## src/rtl/carry_select_adder_pkg.sv

```systemverilog
// carry_select_adder_pkg
//   Shared defaults for the carry-select adder and the slice-count helper.
//   WIDTH_DEF  : default operand/sum width in bits
//   BLOCK_DEF  : default carry-select slice size in bits
//   NUM_BLOCKS : slice count for the default configuration
package carry_select_adder_pkg;

    localparam int WIDTH_DEF  = 8;
    localparam int BLOCK_DEF  = 4;
    localparam int NUM_BLOCKS = WIDTH_DEF / BLOCK_DEF;

    // Slice count for an arbitrary configuration. The divide-by-zero case
    // is guarded here so a bad BLOCK reports through the parameter check
    // instead of failing inside constant evaluation.
    function automatic int num_blocks(input int width, input int block);
        if (block <= 0) begin
            return 0;
        end
        return width / block;
    endfunction

endpackage

```

## src/rtl/carry_select_adder_rca_block.sv

```systemverilog
// csa_rca_block
//   BLOCK-bit ripple-carry adder built from full-adder equations.
//   Ports:
//     a, b : BLOCK-bit addends
//     cin  : carry into bit 0
//     sum  : BLOCK-bit sum
//     cout : carry out of the top bit
module csa_rca_block
    import carry_select_adder_pkg::*;
#(
    parameter int BLOCK = BLOCK_DEF
) (
    input  logic [BLOCK-1:0] a,
    input  logic [BLOCK-1:0] b,
    input  logic             cin,
    output logic [BLOCK-1:0] sum,
    output logic             cout
);

    logic [BLOCK:0] carry;

    always_comb begin
        carry    = '0;
        sum      = '0;
        carry[0] = cin;
        for (int i = 0; i < BLOCK; i++) begin
            sum[i]       = a[i] ^ b[i] ^ carry[i];
            carry[i + 1] = (a[i] & b[i]) | (carry[i] & (a[i] ^ b[i]));
        end
        cout = carry[BLOCK];
    end

endmodule

```

## src/rtl/carry_select_adder.sv

```systemverilog
// carry_select_adder
//   Registered carry-select adder: {co,S} = a + b + cin.
//   Slice 0 ripples directly from cin; every higher slice precomputes the
//   sums for carry-in 0 and 1 and picks one with the carry selected below it.
//   Ports:
//     clk       : rising-edge clock
//     rst       : synchronous active-high reset
//     in_valid  : operands valid this cycle
//     a, b      : WIDTH-bit unsigned addends
//     cin       : carry-in
//     out_valid : S/co updated by the previous edge
//     S         : registered sum
//     co        : registered carry-out
module carry_select_adder
    import carry_select_adder_pkg::*;
#(
    parameter int WIDTH = WIDTH_DEF,
    parameter int BLOCK = BLOCK_DEF
) (
    input  logic             clk,
    input  logic             rst,
    input  logic             in_valid,
    input  logic [WIDTH-1:0] a,
    input  logic [WIDTH-1:0] b,
    input  logic             cin,
    output logic             out_valid,
    output logic [WIDTH-1:0] S,
    output logic             co
);

    localparam int NB = num_blocks(WIDTH, BLOCK);

    generate
        if (BLOCK < 1 || WIDTH < BLOCK || (WIDTH % BLOCK) != 0) begin : g_bad_params
            $error("carry_select_adder: WIDTH (%0d) must be a positive multiple of BLOCK (%0d)",
                   WIDTH, BLOCK);
        end
    endgenerate

    logic [WIDTH-1:0] sum_comb;
    logic [NB-1:0]    cout0;     // per-slice carry-out assuming carry-in 0
    logic [NB-1:0]    cout1;     // per-slice carry-out assuming carry-in 1
    logic [NB:0]      sel_c;     // selected carry into each slice

    genvar k;
    generate
        for (k = 0; k < NB; k++) begin : g_slice
            if (k == 0) begin : g_lo
                csa_rca_block #(.BLOCK(BLOCK)) u_rca (
                    .a    (a[BLOCK-1:0]),
                    .b    (b[BLOCK-1:0]),
                    .cin  (cin),
                    .sum  (sum_comb[BLOCK-1:0]),
                    .cout (cout0[0])
                );
                // Slice 0 has one real carry; both candidates are the same so
                // the shared select chain below passes it straight through.
                assign cout1[0] = cout0[0];
            end else begin : g_hi
                logic [BLOCK-1:0] s0;
                logic [BLOCK-1:0] s1;

                csa_rca_block #(.BLOCK(BLOCK)) u_rca0 (
                    .a    (a[k*BLOCK +: BLOCK]),
                    .b    (b[k*BLOCK +: BLOCK]),
                    .cin  (1'b0),
                    .sum  (s0),
                    .cout (cout0[k])
                );
                csa_rca_block #(.BLOCK(BLOCK)) u_rca1 (
                    .a    (a[k*BLOCK +: BLOCK]),
                    .b    (b[k*BLOCK +: BLOCK]),
                    .cin  (1'b1),
                    .sum  (s1),
                    .cout (cout1[k])
                );

                assign sum_comb[k*BLOCK +: BLOCK] = sel_c[k] ? s1 : s0;
            end
        end
    endgenerate

    // Carry select chain kept in one process so the slice-to-slice
    // dependency is not seen as a loop on a single vector.
    always_comb begin
        sel_c    = '0;
        sel_c[0] = cin;
        for (int i = 0; i < NB; i++) begin
            sel_c[i + 1] = sel_c[i] ? cout1[i] : cout0[i];
        end
    end

    always_ff @(posedge clk) begin
        if (rst) begin
            out_valid <= 1'b0;
            S         <= '0;
            co        <= 1'b0;
        end else begin
            out_valid <= in_valid;
            if (in_valid) begin
                S  <= sum_comb;
                co <= sel_c[NB];
            end
        end
    end

endmodule

```

## config.mk

```make
export PLATFORM = sky130hd
export DESIGN_NAME = carry_select_adder
export DESIGN_NICKNAME = d
export VERILOG_FILES = /design/src/rtl/carry_select_adder_pkg.sv /design/src/rtl/carry_select_adder_rca_block.sv /design/src/rtl/carry_select_adder.sv
export SDC_FILE = /design/constraint.sdc
export NUM_CORES = 1
export LEC_CHECK = 0
export ABC_AREA = 1
export CAP_MARGIN = 5
export CORE_AREA = 2 2 39 41
export CTS_BUF_LIST = sky130_fd_sc_hd__clkbuf_8
export CTS_CLUSTER_DIAMETER = 60
export DETAILED_ROUTE_END_ITERATION = 6
export DIE_AREA = 0 0 41 43
export DONT_BUFFER_PORTS = 1
export MAX_ROUTING_LAYER = met4
export PLACE_DENSITY_LB_ADDON = 0.2
export SETUP_SLACK_MARGIN = 0.1
export SLEW_MARGIN = 20
export SYNTH_ARGS = -nofsm -noshare
export SYNTH_HDL_FRONTEND = slang
export SYNTH_SLANG_ARGS = --single-unit
export TNS_END_PERCENT = 20
```

## constraint.sdc

```tcl
create_clock -name clk -period 4.4 [get_ports clk]
set_input_delay 0.88 -clock clk [delete_from_list [all_inputs] [get_ports clk]]
set_output_delay 0.88 -clock clk [all_outputs]
set_load 0.01 [all_outputs]
```

* After elaboration in Yosys (flattened, before gate mapping)
Index checks and enable logic that the tools add are counted.
** Cells by class
- Mux-type cells :: 2
- Bitwise operators :: 48
** Operators with widths (count)
- 1-bit bitwise AND :: 18
- 1-bit bitwise XOR :: 18
- 1-bit OR :: 11
- 4-bit 2-to-1 mux :: 1
- 1-bit 2-to-1 mux :: 1
- 1-bit NOT :: 1
** Storage, ports and cells
- Register bits :: 10
- Input port bits :: 20
- Output and inout bits :: 10

* Logic depth before layout (Yosys ltp)
- Depth after elaboration :: 10
- Gate-level depth with buffers :: 14

* Hierarchy
Synthesis repeated with hierarchy kept, for this count alone.
** Second synthesis, totals
- Cells, all modules :: 106
- Area total of the unflattened synthesis :: 782.0 µm²
** Modules (own cells, without submodules)
- carry_select_adder :: instances 1, cells each 64, area an instance 429.2 µm², seq. area each 200.2 µm²
- csa_rca_block :: instances 3, cells each 14, area an instance 117.6 µm², seq. area each 0.0 µm²

* Worst setup path after synthesis
Ideal clock, no wire load.
- Path kind :: input to register
- Start :: input a[0]
- End :: register S[7]
- Library setup time :: 70 ps
- Arrival time :: 3668 ps
- Required time :: 4330 ps
- Path slack :: 663 ps
- Cell stages on the path :: 13
- Cells stage by stage :: fa_1 inv_1 fa_1 inv_1 fa_1 fa_1 o21ai_0 fa_1 inv_1 fa_1 inv_1 fa_1 a21oi_1
** On the way
- Longest elaborated chain between the ends :: 10
- Elaborated cells between the ends (all ways) :: 11
- Those cells by class :: mux: 1; bitwise: 10
** RTL lines
- start, declared :: RTL line carry_select_adder.sv:23 : input logic [WIDTH-1:0] a,
- 1-bit bitwise XOR :: RTL line carry_select_adder_rca_block.sv:28 : carry[i + 1] = (a[i] & b[i]) | (carry[i] & (a[i] ^ b[i]));
- 1-bit bitwise AND :: RTL line carry_select_adder_rca_block.sv:28
- 1-bit OR (*) :: RTL line carry_select_adder_rca_block.sv:28
- 1-bit bitwise AND (*) :: RTL line carry_select_adder_rca_block.sv:28
- 1-bit OR (*) :: RTL line carry_select_adder_rca_block.sv:28
- 1-bit bitwise AND (*) :: RTL line carry_select_adder_rca_block.sv:28
- 1-bit OR (*) :: RTL line carry_select_adder_rca_block.sv:28
- 1-bit bitwise AND (*) :: RTL line carry_select_adder_rca_block.sv:28
- 1-bit OR (*) :: RTL line carry_select_adder_rca_block.sv:28
- 4-bit 2-to-1 mux (*) :: RTL line carry_select_adder.sv:78 : assign sum_comb[k*BLOCK +: BLOCK] = sel_c[k] ? s1 : s0;
- end signal, assigned :: RTL line carry_select_adder.sv:101 : S <= sum_comb;
- end, declared :: RTL line carry_select_adder.sv:27 : output logic [WIDTH-1:0] S,
Mark *: on every way between the ends. The rest lies on a longest branch, timed or not.
A chain may end at the register's enable or synchronous reset.

* Final worst setup path
Ends and elaborated chain as after synthesis.

==> summary by stage <==
Hold path
The worst hold path belongs to the class register to register. The instance count along the most critical hold path is 2.

Floorplan
The total core area is ~0.0014 mm2. The horizontal die dimension is 41 um. The starting utilization of the core area is 0.4331. The number of ports placed on the die boundary is 30. The die covers roughly 0.0018 mm2. After floorplanning, the core was divided into 14 placement rows. The height of the die is about 43 um.

Routing
In this run the remaining antenna-violating nets after routing total 0. The post-detailed-route DRC marker count is 0. The post-detailed-routing wire length is 870 um. In the final routed layout, each cell accounts on average for ~10 um.

The number of vias in the routed layout is 393. Before antenna repair, the detailed router went through 2 iterations. Dividing the detail-routed via count by the number of cells gives about 4.7. The number of DRC violations after detailed-routing iteration 0 is 2.

Global routing
The first global-routing pass estimated approximately 1.3 mm of wire. The number of global-route vias before repair is about 330. Entering global routing, the biggest net connects 16 pins. For this run the aggregate overflow at the end of global routing stands at 0. In this run the most used layer during global routing was met2. The met2 global-route usage is 0.1500. The initial antenna violation count is 0.

In the global route stage, overall resource usage came out at 0.1176. For met1 alone, demand over resource in global routing was 0.1400. In the global route stage, met3 resource usage came out at 0.04188.

Timing
The setup total negative slack is 0 ps. The share of the clock period used by the worst path after layout is 0.8181. The relative slew slack is 0.8680. The achievable frequency is 277.8 MHz. The slew at the pin with the worst max-slew slack is ~200 ps.

Setup repair after global routing left no endpoint under its margin. The clock tree skew after final layout is 0 ps. The total of endpoints with negative setup slack in the final report is 0. The hold violation count in the final report was 0. The minimum period implied by the final worst setup slack is approximately 3600 ps. The number of pins exceeding their max-slew limit in the final report came to 0.

Placed design
Counting tap cells, the placed design contains a total of 80 instances. The global placement routability congestion is around 0.67. The number of buffers inserted by port buffering is 0.

Detailed placement ended at an HPWL of between 700 and 800 um.

Final layout
In the final layout, the share of cells above drive strength 1 is 0.1471. The flip-flop and latch area is 200.2 um2. For this run, the number of standard cells in the final layout without fillers is 84.

The final net count is between 90 and 100. After filler insertion, the fill cell instance count of the layout stands at 142. 0 antenna diodes ended up in the layout. From synthesis to final layout, the design area changed by 9.812%. The combined area of the multi-input logic cells is ~320 um2.

Power
The share of total power dissipated in the clock network is 0.442. VDD sags by at most 176.6 uV. Internal power comes to about 190 uW. The power density over cell area is a little under 400 mW/mm2. Summed over all nets, the switching power comes to 60.05 uW. The power share of the combinational group is 0.133. The analysis attributes to cell leakage a power of 0.3225 nW. Of the total power, registers draw 0.425. Of the total power, the share spent switching nets is 0.2363.

Clocking
Buffers inserted to repair hold after CTS numbered 0. The number of H-tree branching levels is 1. The register clock-pin slew on the reported worst setup and hold paths is roughly 50 ps. The deepest clock path buffer count is 2. The clock buffer count from CTS is 3. The later pin in the worst-skew pair is clocked with a latency of between 200 and 250 ps.

TritonCTS built the clock tree. CTS placed an instance of sky130_fd_sc_hd__clkbuf_8 at the clock tree root. The setup fix buffers added after clock tree synthesis is 0. The number of cells upsized or downsized after cts is 0. CTS saw 10 sinks.

Setup path
The worst setup path is of the input port to register kind. Counting cells, the worst reg-to-reg path comes to 4. Along the worst path, the maximum fanout reaches 4.

The required arrival time at the worst endpoint is roughly 4600 ps. STA classifies the critical path endpoint as a register. For the worst setup path, the data arrival time is between 3000 and 4000 ps. The critical path startpoint category is an input port.

Yosys
Averaged over all synthesized cells, the footprint is between 9 and 10 um2. The number of register bits inferred by synthesis is 10. The number of warnings reported in the yosys synthesis log is 0. The number of distinct library cells after synthesis is 14. For this run, the register share of the synthesized area comes to 0.3340. The netlist area before placement is 599.3 um2. The number of nets handed over by synthesis was between 90 and 100. The synthesized netlist cell count is 66.

Outcome
The flow ran to the end, and the final reports show no timing, DRC or antenna violations.

Job
Across the run, the number of max-cap violations was 0.
==> synthesized netlist by cell type <==
cell type,count,area share
sky130_fd_sc_hd__a21oi_1,3,0.025
sky130_fd_sc_hd__a21oi_2,5,0.073
sky130_fd_sc_hd__buf_2,1,0.0083
sky130_fd_sc_hd__buf_6,1,0.019
sky130_fd_sc_hd__dfxtp_1,10,0.33
sky130_fd_sc_hd__fa_1,7,0.23
sky130_fd_sc_hd__ha_1,2,0.042
sky130_fd_sc_hd__inv_1,16,0.10
sky130_fd_sc_hd__nand2_1,11,0.069
sky130_fd_sc_hd__nand2_2,1,0.010
sky130_fd_sc_hd__nand3_1,1,0.0083
sky130_fd_sc_hd__nor2_1,3,0.019
sky130_fd_sc_hd__o21ai_0,1,0.0083
sky130_fd_sc_hd__o21bai_1,4,0.050
==> final timing paths <==
path	end	slack [ps]	start
worst max register to register	S[4]	3730	S[4]
worst min-delay path	S[6]	500	S[6]
worst min register to register	S[6]	500	S[6]
worst max-delay path	S[7]	800	a[0]
==> stage by stage <==
stage | area, um2 | power, mW | setup slack, ps | hold WS (ps) | util
after floorplan | 599.3 | 0.1422 | 662.7 | 491.4 | -
after global placement | 603.1 | 0.1445 | 531.9 | 496.2 | 0.4358
after detailed placement | 603.1 | 0.1450 | 524.2 | 498.4 | 0.4358
after CTS | 658.1 | 0.2603 | 760.7 | 507.5 | 0.4756
after global routing | 658.1 | 0.2727 | 564.8 | 523.8 | 0.4756
final | 658.1 | 0.2542 | 800.3 | 501.8 | 0.4756
==> flip-flops by register name (all words and copies together) (netlist names) <==
| register | cells |
|---|---|
| S | 8 |
| co | 1 |
| out_valid | 1 |
==> worst max-delay path, stage by stage <==
cell and delay, ps:
sky130_fd_sc_hd__fa_1 390, sky130_fd_sc_hd__inv_1 70, sky130_fd_sc_hd__fa_1 150, sky130_fd_sc_hd__inv_1 40, sky130_fd_sc_hd__fa_1 370, sky130_fd_sc_hd__fa_1 430, sky130_fd_sc_hd__o21ai_0 210, sky130_fd_sc_hd__fa_1 210
sky130_fd_sc_hd__inv_1 60, sky130_fd_sc_hd__fa_1 350, sky130_fd_sc_hd__inv_1 70, sky130_fd_sc_hd__fa_1 400, sky130_fd_sc_hd__a21oi_1 130
==> layout make-up <==
type / count / share of cell area
Multi-Input combinational cell: 38 / 0.4905
Inverter: 16 / 0.09125
Tap cell: 16 / 0.03042
Sequential cell: 10 / 0.3042
Clock buffer: 4 / 0.08365
==> power by group through the flow <==
stage / clock, mW / combinational, mW / sequential [mW]
floorplan: 0 / 0.0336 / 0.109
global placement: 0 / 0.0346 / 0.110
detailed placement: 0 / 0.0350 / 0.110
CTS: 0.117 / 0.0350 / 0.108
global route: 0.123 / 0.0410 / 0.109
finish: 0.112 / 0.0338 / 0.108
==> cells in the final DEF (no fill, tap or decap), drive strengths merged <==
master and instances:
nor2 3, inv 16, fa 7, a21oi 8, o21bai 4, dfxtp 10, nand2 12, ha 2
nand3 1, o21ai 1, clkbuf 4
==> cells by family after synthesis <==
family                     Yosys count  synth area share
buffers and inverters               18            0.1273
and+or+nand+nor                     16            0.1065
AOI/OAI and AO/OA                   13            0.1566
DFF                                 10            0.3340
adders and majority gates            9            0.2756
==> routing by layer <==
metal,vias to the layer above,part of all wire
met5,-,0
met2,17,0.48
li1,200,-
met1,172,0.40
met3,4,0.086
met4,0,0.033
No activity file was read; power rests on OpenSTA's default activity.
